**src/rtl/mem_port_arbiter.sv**
```systemverilog
// mem_port_arbiter: shares one single-ported instruction/data memory between
// the IF (fetch) and MEM (data) pipeline stages over a req/ready handshake.
// Data requests win over fetches; each access runs IDLE -> BUSY_x -> DONE.
// A watchdog aborts accesses that wait TIMEOUT cycles (TIMEOUT=0 disables it).
//
// Ports:
//   clk, reset                    clock (rising edge), async active-low reset
//   if_req/if_addr/if_flush       fetch request, address, squash
//   if_rdata/if_done              fetched word and one-cycle completion pulse
//   d_req/d_we/d_addr/d_wdata     data request (load/store)
//   d_rdata/d_done                load data and one-cycle completion pulse
//   stall_f/stall_m               combinational stall requests to hazard unit
//   mem_req/mem_we/mem_addr/mem_wdata   registered memory request
//   mem_rdata/mem_ready           memory response
//   err                           sticky timeout flag
module mem_port_arbiter #(
    parameter int unsigned AW      = 32,
    parameter int unsigned DW      = 32,
    parameter int unsigned TIMEOUT = 16,
    parameter int unsigned CW      = 5
) (
    input  logic          clk,
    input  logic          reset,
    input  logic          if_req,
    input  logic [AW-1:0] if_addr,
    input  logic          if_flush,
    output logic [DW-1:0] if_rdata,
    output logic          if_done,
    input  logic          d_req,
    input  logic          d_we,
    input  logic [AW-1:0] d_addr,
    input  logic [DW-1:0] d_wdata,
    output logic [DW-1:0] d_rdata,
    output logic          d_done,
    output logic          stall_f,
    output logic          stall_m,
    output logic          mem_req,
    output logic          mem_we,
    output logic [AW-1:0] mem_addr,
    output logic [DW-1:0] mem_wdata,
    input  logic [DW-1:0] mem_rdata,
    input  logic          mem_ready,
    output logic          err
);

    typedef enum logic [1:0] {
        IDLE   = 2'd0,
        BUSY_D = 2'd1,
        BUSY_I = 2'd2,
        DONE   = 2'd3
    } arbStateT;

    arbStateT      state, stateNext;
    logic [CW-1:0] cnt, cntNext;
    logic          squash, squashNext;
    logic          memReqNext, memWeNext;
    logic [AW-1:0] memAddrNext;
    logic [DW-1:0] memWdataNext;
    logic [DW-1:0] ifRdataNext, dRdataNext;
    logic          ifDoneNext, dDoneNext;
    logic          errNext;
    logic          timeoutHit;
    logic          fetchKilled;

    // Stall requests follow the live request inputs.
    assign stall_f = if_req & ~if_done & ~if_flush;
    assign stall_m = d_req & ~d_done;

    // Watchdog fires on the waiting cycle that brings the count to TIMEOUT.
    assign timeoutHit = (TIMEOUT != 0) && !mem_ready &&
                        ((CW+1)'(cnt) + (CW+1)'(1) == (CW+1)'(TIMEOUT));

    // A flush seen earlier or in the completing cycle kills the fetch result.
    assign fetchKilled = squash | if_flush;

    // Next-state and next-output logic.
    always_comb begin
        stateNext    = state;
        cntNext      = cnt;
        squashNext   = squash;
        memReqNext   = mem_req;
        memWeNext    = mem_we;
        memAddrNext  = mem_addr;
        memWdataNext = mem_wdata;
        ifRdataNext  = if_rdata;
        dRdataNext   = d_rdata;
        ifDoneNext   = 1'b0;
        dDoneNext    = 1'b0;
        errNext      = err;

        case (state)
            IDLE: begin
                if (d_req) begin
                    memReqNext   = 1'b1;
                    memWeNext    = d_we;
                    memAddrNext  = d_addr;
                    memWdataNext = d_wdata;
                    cntNext      = '0;
                    squashNext   = 1'b0;
                    stateNext    = BUSY_D;
                end else if (if_req && !if_flush) begin
                    memReqNext  = 1'b1;
                    memWeNext   = 1'b0;
                    memAddrNext = if_addr;
                    cntNext     = '0;
                    squashNext  = 1'b0;
                    stateNext   = BUSY_I;
                end
            end

            BUSY_D: begin
                if (!mem_ready) begin
                    cntNext = cnt + CW'(1);
                end
                if (mem_ready) begin
                    memReqNext = 1'b0;
                    memWeNext  = 1'b0;
                    if (!mem_we) begin
                        dRdataNext = mem_rdata;
                    end
                    dDoneNext = 1'b1;
                    stateNext = DONE;
                end else if (timeoutHit) begin
                    memReqNext = 1'b0;
                    memWeNext  = 1'b0;
                    errNext    = 1'b1;
                    dRdataNext = '0;
                    dDoneNext  = 1'b1;
                    stateNext  = DONE;
                end
            end

            BUSY_I: begin
                if (!mem_ready) begin
                    cntNext = cnt + CW'(1);
                end
                if (if_flush) begin
                    squashNext = 1'b1;
                end
                if (mem_ready) begin
                    memReqNext = 1'b0;
                    memWeNext  = 1'b0;
                    if (!fetchKilled) begin
                        ifRdataNext = mem_rdata;
                        ifDoneNext  = 1'b1;
                    end
                    stateNext = DONE;
                end else if (timeoutHit) begin
                    memReqNext = 1'b0;
                    memWeNext  = 1'b0;
                    errNext    = 1'b1;
                    if (!fetchKilled) begin
                        ifRdataNext = '0;
                        ifDoneNext  = 1'b1;
                    end
                    stateNext = DONE;
                end
            end

            DONE: begin
                // Done pulse is visible this cycle; no grant until back in IDLE.
                stateNext = IDLE;
            end

            default: begin
                stateNext = IDLE;
            end
        endcase
    end

    // State and output registers.
    always_ff @(posedge clk or negedge reset) begin
        if (!reset) begin
            state     <= IDLE;
            cnt       <= '0;
            squash    <= 1'b0;
            mem_req   <= 1'b0;
            mem_we    <= 1'b0;
            mem_addr  <= '0;
            mem_wdata <= '0;
            if_rdata  <= '0;
            d_rdata   <= '0;
            if_done   <= 1'b0;
            d_done    <= 1'b0;
            err       <= 1'b0;
        end else begin
            state     <= stateNext;
            cnt       <= cntNext;
            squash    <= squashNext;
            mem_req   <= memReqNext;
            mem_we    <= memWeNext;
            mem_addr  <= memAddrNext;
            mem_wdata <= memWdataNext;
            if_rdata  <= ifRdataNext;
            d_rdata   <= dRdataNext;
            if_done   <= ifDoneNext;
            d_done    <= dDoneNext;
            err       <= errNext;
        end
    end

endmodule

```
**config.mk**
```make
export PLATFORM = sky130hd
export DESIGN_NAME = mem_port_arbiter
export DESIGN_NICKNAME = d
export VERILOG_FILES = /design/src/rtl/mem_port_arbiter.sv
export SDC_FILE = /design/constraint.sdc
export NUM_CORES = 1
export LEC_CHECK = 0
export CAP_MARGIN = 20
export CORE_ASPECT_RATIO = 0.9
export CORE_MARGIN = 1
export CORE_UTILIZATION = 25
export CTS_CLUSTER_SIZE = 40
export DETAILED_ROUTE_END_ITERATION = 7
export SLEW_MARGIN = 25
export SYNTH_ARGS = -nofsm -noshare
export SYNTH_HDL_FRONTEND = slang
export SYNTH_SLANG_ARGS = --single-unit
```
**constraint.sdc**
```tcl
create_clock -name clk -period 2.15 [get_ports clk]
set_input_delay 0.645 -clock clk [delete_from_list [all_inputs] [get_ports clk]]
set_output_delay 0.645 -clock clk [all_outputs]
set_load 0.005 [all_outputs]
```
# After elaboration in Yosys (flattened, before gate mapping)
# Cells that the tools add are included.
# word_totals
out_inout_bits	135
wordCells	87
mem_bits_rw	0
mem_count	0
ff_bits	141
latchBits	0
mem_bits_ro	0
# classes
shift	0
div	0
magnitude_cmp	0
bitwise	9
n_reduce_logical	19
add_sub_neg	2
mux	36
n_mul	0
eq_ne	9
# ops
op	n
$mux 32	9
$reduce_and 3->1	6
$mux 1	15
$mux 5	3
$pmux 5 s2	1
$mux 2	4
$reduce_bool 2->1	4
$add 5x1->6 const B	1
$eq 6x5->1 const B	1
$ne 2x2->1 const B	3
$pmux 1 s2	3
$pmux 2 s3	1
$reduce_and 2->1	3
$add 5x1->5 const B	1
$not 1->1	5
$eq 2x2->1 const B	2
$and 1x1->1	3
$ne 3x1->1 const B	1
$ne 3x3->1 const B	1
$eq 2x1->1 const B	1
$logic_and 1x1->1	2
$logic_not 1->1	2
$logic_not 2->1	1
$reduce_or 2->1	1
$or 1x1->1	1

# Depth between registers and ports, before layout
# depth
depth_word	6
depth_mapped	8
ltp_nobuf	7

# Worst setup path after synthesis
# No wires, ideal clock.
# synth_path
path_kind	input to output
startpoint	input d_req
endpoint	output stall_m
cell_stages	3
setup_slack_ns	0.044
arrival_time_ns	1.461
cell_sequence	buf_2 > buf_1 > nor2b_1
# synth_via
elab_chain_len	1
# synth_rtl
element	line_no	rtl
start: declaration	29	input logic d_req,
$and 1x1->1	67	assign stall_m = d_req & ~d_done;
end: declaration	36	output logic stall_m,
# Every way passes these cells.

# Worst setup path in the final report
# layout_path
startpoint	register d_done
endpoint	output stall_m
# layout_via
elab_chain_len	2
# layout_rtl
element	line_no	rtl
start: declaration	34	output logic d_done,
start signal: assignment	197	d_done <= dDoneNext;
$not 1->1	67	
$and 1x1->1	67	
# Every way passes these cells.

==> results.md <==
| Quantity | Value |
|---|---|
| Sink count of the clock tree | 141 |
| Switching power | 0.00364 W |
| Switching share of total power | 0.286 |
| Highest clock rate | 483 MHz |
| First-pass GRT wire length | 26.5 mm |
| Actual transition at the worst max-transition pin | 0.509 ns |
| Post-synth top flop | sky130_fd_sc_hd__dfrtp_1 |
| Arrival time of data at the critical path endpoint | 1.43 ns |
| Cell type with the largest total area after synthesis | sky130_fd_sc_hd__dfrtp_1 |
| Multi-input gate area in the final layout | 2020 um^2 |
| Number of endpoints with negative hold slack in the final report | 0 |
| Leakage power summed over all cells | 4.21 nW |
| Max-capacitance violation count | 0 |
| Mux cell area share after synthesis | 0.125 |
| Area grow syn2layout | 67.6% |
| Combinational share of power | 0.407 |
| Net count reported at finish | 867 |
| Standard-cell row count | 52 |
| Number of library cell types mapped by synthesis | 31 |
| Number of fill cells in the layout | 2,128 |
| Final HPWL DP | 11.6 mm |
| Post-synthesis compound-gate area fraction | 0.150 |
| Hold Slack | 0.183 ns |
| Max-slew violation total from the final report | 0 |
| Largest buffer count on any clock path | 2 |
| Simple-gate share of the synthesized area | 0.0558 |
| Worst-case vdd ir drop | 0.481 mV |
| Min setup slack post-route | 0.0786 ns |
| Tightest Hold Check Type | input pin to asynchronous set/reset pin |
| Number of antenna violations at the first check in global routing | 0 |
| Share of post-route cells with drive strength above 1 | 0.138 |
| Starting density of the core | 0.255 |
| Xor/xnor share of the synthesized area | 0.00153 |
| Clk network pwr share | 0.239 |
| Clock tree skew after final layout | 0.00944 ns |
| Synthesized netlist net count | 585 |
| Max H-tree Level | 4 |
| Most numerous cell in the Yosys netlist | sky130_fd_sc_hd__dfrtp_1 |
| Placement-stage worst setup slack | -0.571 ns |
| Number of port buffers | 269 |
| Largest fanout on the critical path | 2 |
| Overall routed net length | 16.2 mm |
| TritonCTS clock tree | built |
| Die Area | 23,500 um^2 |
| Count of synthesis-stage warnings from yosys | 0 |
| Pin count of the biggest net entering global routing | 46 |
| Core region area | 22,400 um^2 |
| Post-Synthesis Mean Instance Area | 12.9 um^2 |
| Synthesized-area fraction occupied by adder cells | 0.0153 |
| Top Ports | 270 |
| Chip width | 161 um |
| Via count of the first global-routing pass | 4,744 |
| Required time of the critical path | 1.50 ns |
| Most frequent cells after synthesis | sky130_fd_sc_hd__dfrtp_1 (141), sky130_fd_sc_hd__a22o_1 (64), sky130_fd_sc_hd__nand2_1 (43), sky130_fd_sc_hd__o21ai_0 (43), sky130_fd_sc_hd__mux2_2 (34) |
| Register clock-pin slew on the reported worst setup and hold paths | 0.07 ns |
| Count of routing violations after the opening detailed-route iteration | 188 |
| Kind of launch point of the worst setup path | flip-flop |
| Clk Latency, worst-skew pair | 0.42 ns |
| Combinational family with the most area after synthesis | compound AO/OA/AOI/OAI gates |
| Number of nets with antenna violations after detailed routing | 0 |
| Power per Cell Area | 1330 nW/um^2 |
| Setup total negative slack | 0 ns |
| Overall track demand over capacity in global routing | 0.146 |
| Number of vias per cell | 4.36 |
| Cells taking the most area after synthesis | sky130_fd_sc_hd__dfrtp_1 (62%), sky130_fd_sc_hd__a22o_1 (9.8%), sky130_fd_sc_hd__mux2_2 (6.7%) |
| Final count of negative-setup-slack endpoints | 0 |
| Vertical die dimension | 145 um |
| Diodes inserted | 0 |
| Library cell used as clock root buffer | sky130_fd_sc_hd__clkbuf_16 |
| Run status | completed |
| Number of synthesized flops with an enable pin | 0 |
| Number of buffers inserted during clock tree synthesis | 17 |
| Share of synthesized area occupied by flip-flops and latches | 0.617 |
| Kind of critical path | flip-flop to output port |
| Unrepaired setup endpoints after global routing | false |
| CP endpoint kind | output port |
| DR WL/cell | 15.7 um |
| Post-layout minimum cycle time | 2.07 ns |
| Routed vias | 4,516 |
| Overall overflow remaining after global route | 0 |
| Number of flip-flops and latches in the synthesized netlist | 141 |
| Worst slew margin | 0.661 |
| Period utilisation layout | 0.963 |
| Cell count after synthesis | 443 |
| Weighted congestion reported at the end of routability-driven placement | 0.746 |
| Post-CTS Hold Buffers | 0 |
| DRC Markers | 0 |
| Async set-reset flop share out of synthesis | 1.00 |
| Cell Area, Synth | 5720 um^2 |
| Storage cell area | 3530 um^2 |
| Pre-Repair DR Iteration Count | 4 |
| Post-synth top area share | 0.617 |
| Internal | 0.00910 W |
| Sequential group share of total power | 0.355 |
-- layout make-up --
cell class,instances,area share
Sequential cell,141,0.368
Timing Repair Buffer,296,0.316
Multi-Input combinational cell,261,0.211
Clock buffer,19,0.0463
Tap cell,297,0.0388
Clock inverter,13,0.0169
Inverter,8,0.00314
-- cell families after synthesis --
family	after synthesis
flip-flops	141
AND/OR/NAND/NOR	66
buffers and inverters	41
XOR/XNOR	1
AO/OA/AOI/OAI	120
adder cells (fa/ha/maj)	7
multiplexers	67
-- routing by layer --
metal | vias up | part of all wire | global-route usage
li1 | 2169 | - | -
met1 | 2179 | 0.44 | 0.185
met2 | 145 | 0.48 | 0.235
met3 | 23 | 0.062 | 0.0405
met4 | 0 | 0.023 | 0.0566
met5 | - | 0 | 0
-- stage by stage --
step	instance area, um^2	total power (W)	util	cells
final	9580	0.0127	0.427	1035
after global routing	9580	0.0136	0.427	1035
after CTS	9580	0.0130	0.427	1035
after detailed placement	8960	0.00983	0.399	1003
after global placement	8960	0.00976	0.399	1003
after floorplan	5720	0.00645	-	443
-- what timing repair did --
item                                    4_1_cts  5_1_grt
gates resized for setup                      10        0
setup buffers                                 0        0
endpoints found under the setup margin        1        0
-- state kept, by name, indices dropped and copies added, names as in the netlist --
| register | cells |
|---|---|
| mem_we | 1 |
| mem_req | 1 |
| squash | 1 |
| if_rdata | 32 |
| d_rdata | 32 |
| mem_addr | 32 |
| err | 1 |
| if_done | 1 |
| cnt | 5 |
| state | 2 |
| mem_wdata | 32 |
| d_done | 1 |
-- cell usage in the layout, fill, tap and decap left out, types with 2 or more instances in the layout --
cell type,count
sky130_fd_sc_hd__nor2b_1,3
sky130_fd_sc_hd__o21ai_0,42
sky130_fd_sc_hd__buf_6,2
sky130_fd_sc_hd__buf_12,11
sky130_fd_sc_hd__a21oi_1,5
sky130_fd_sc_hd__ha_1,7
sky130_fd_sc_hd__dlygate4sd2_1,2
sky130_fd_sc_hd__clkinv_2,4
sky130_fd_sc_hd__mux2i_1,33
sky130_fd_sc_hd__and2_1,2
sky130_fd_sc_hd__nor3_1,5
sky130_fd_sc_hd__nor2b_4,2
sky130_fd_sc_hd__nor3b_1,2
sky130_fd_sc_hd__buf_4,15
sky130_fd_sc_hd__a22o_1,64
sky130_fd_sc_hd__nand4b_1,2
sky130_fd_sc_hd__clkinv_4,2
sky130_fd_sc_hd__buf_2,2
sky130_fd_sc_hd__a31oi_1,2
sky130_fd_sc_hd__clkbuf_16,17
sky130_fd_sc_hd__inv_1,8
sky130_fd_sc_hd__nand2_1,43
sky130_fd_sc_hd__mux2_2,34
sky130_fd_sc_hd__bufinv_16,3
sky130_fd_sc_hd__inv_6,3
sky130_fd_sc_hd__clkdlybuf4s50_1,264
sky130_fd_sc_hd__dfrtp_1,141
sky130_fd_sc_hd__nor2_1,2
-- worst max-delay path: stages, from the launching register on --
cell and delay [ns]:
sky130_fd_sc_hd__dfrtp_1 0.37, sky130_fd_sc_hd__nor2b_1 0.11, sky130_fd_sc_hd__clkdlybuf4s50_1 0.53
-- worst paths after layout --
kind | from | endpoint | slack, ns | cells after the start
worst max-delay path | d_done$_DFF_PN0_ | stall_m | 0.08 | 2
worst min-delay path | reset | mem_wdata[23]$_DFFE_PN0P_ | 0.18 | 1
worst max register to register | cnt[1]$_DFFE_PN0P_ | if_rdata[28]$_DFFE_PN0P_ | 0.14 | 7
worst min register to register | err$_DFFE_PN0P_ | err$_DFFE_PN0P_ | 0.46 | 2
max in group asynchronous | reset | mem_addr[27]$_DFFE_PN0P_ | 1.41 | 2
min in group clk | err$_DFFE_PN0P_ | err$_DFFE_PN0P_ | 0.46 | 2
-- power groups by stage --
| stage | Combinational [W] | Sequential [W] | Clock, W |
|---|---|---|---|
| 6_report | 0.00518 | 0.00452 | 0.00304 |
| 3_3_place_gp | 0.00524 | 0.00452 | 0 |
| 4_1_cts | 0.00529 | 0.00453 | 0.00314 |
| 3_5_place_dp | 0.00529 | 0.00454 | 0 |
| 2_1_floorplan | 0.00183 | 0.00462 | 0 |
| 5_1_grt | 0.00562 | 0.00469 | 0.00327 |
No activity file was read; power rests on OpenSTA's default activity.
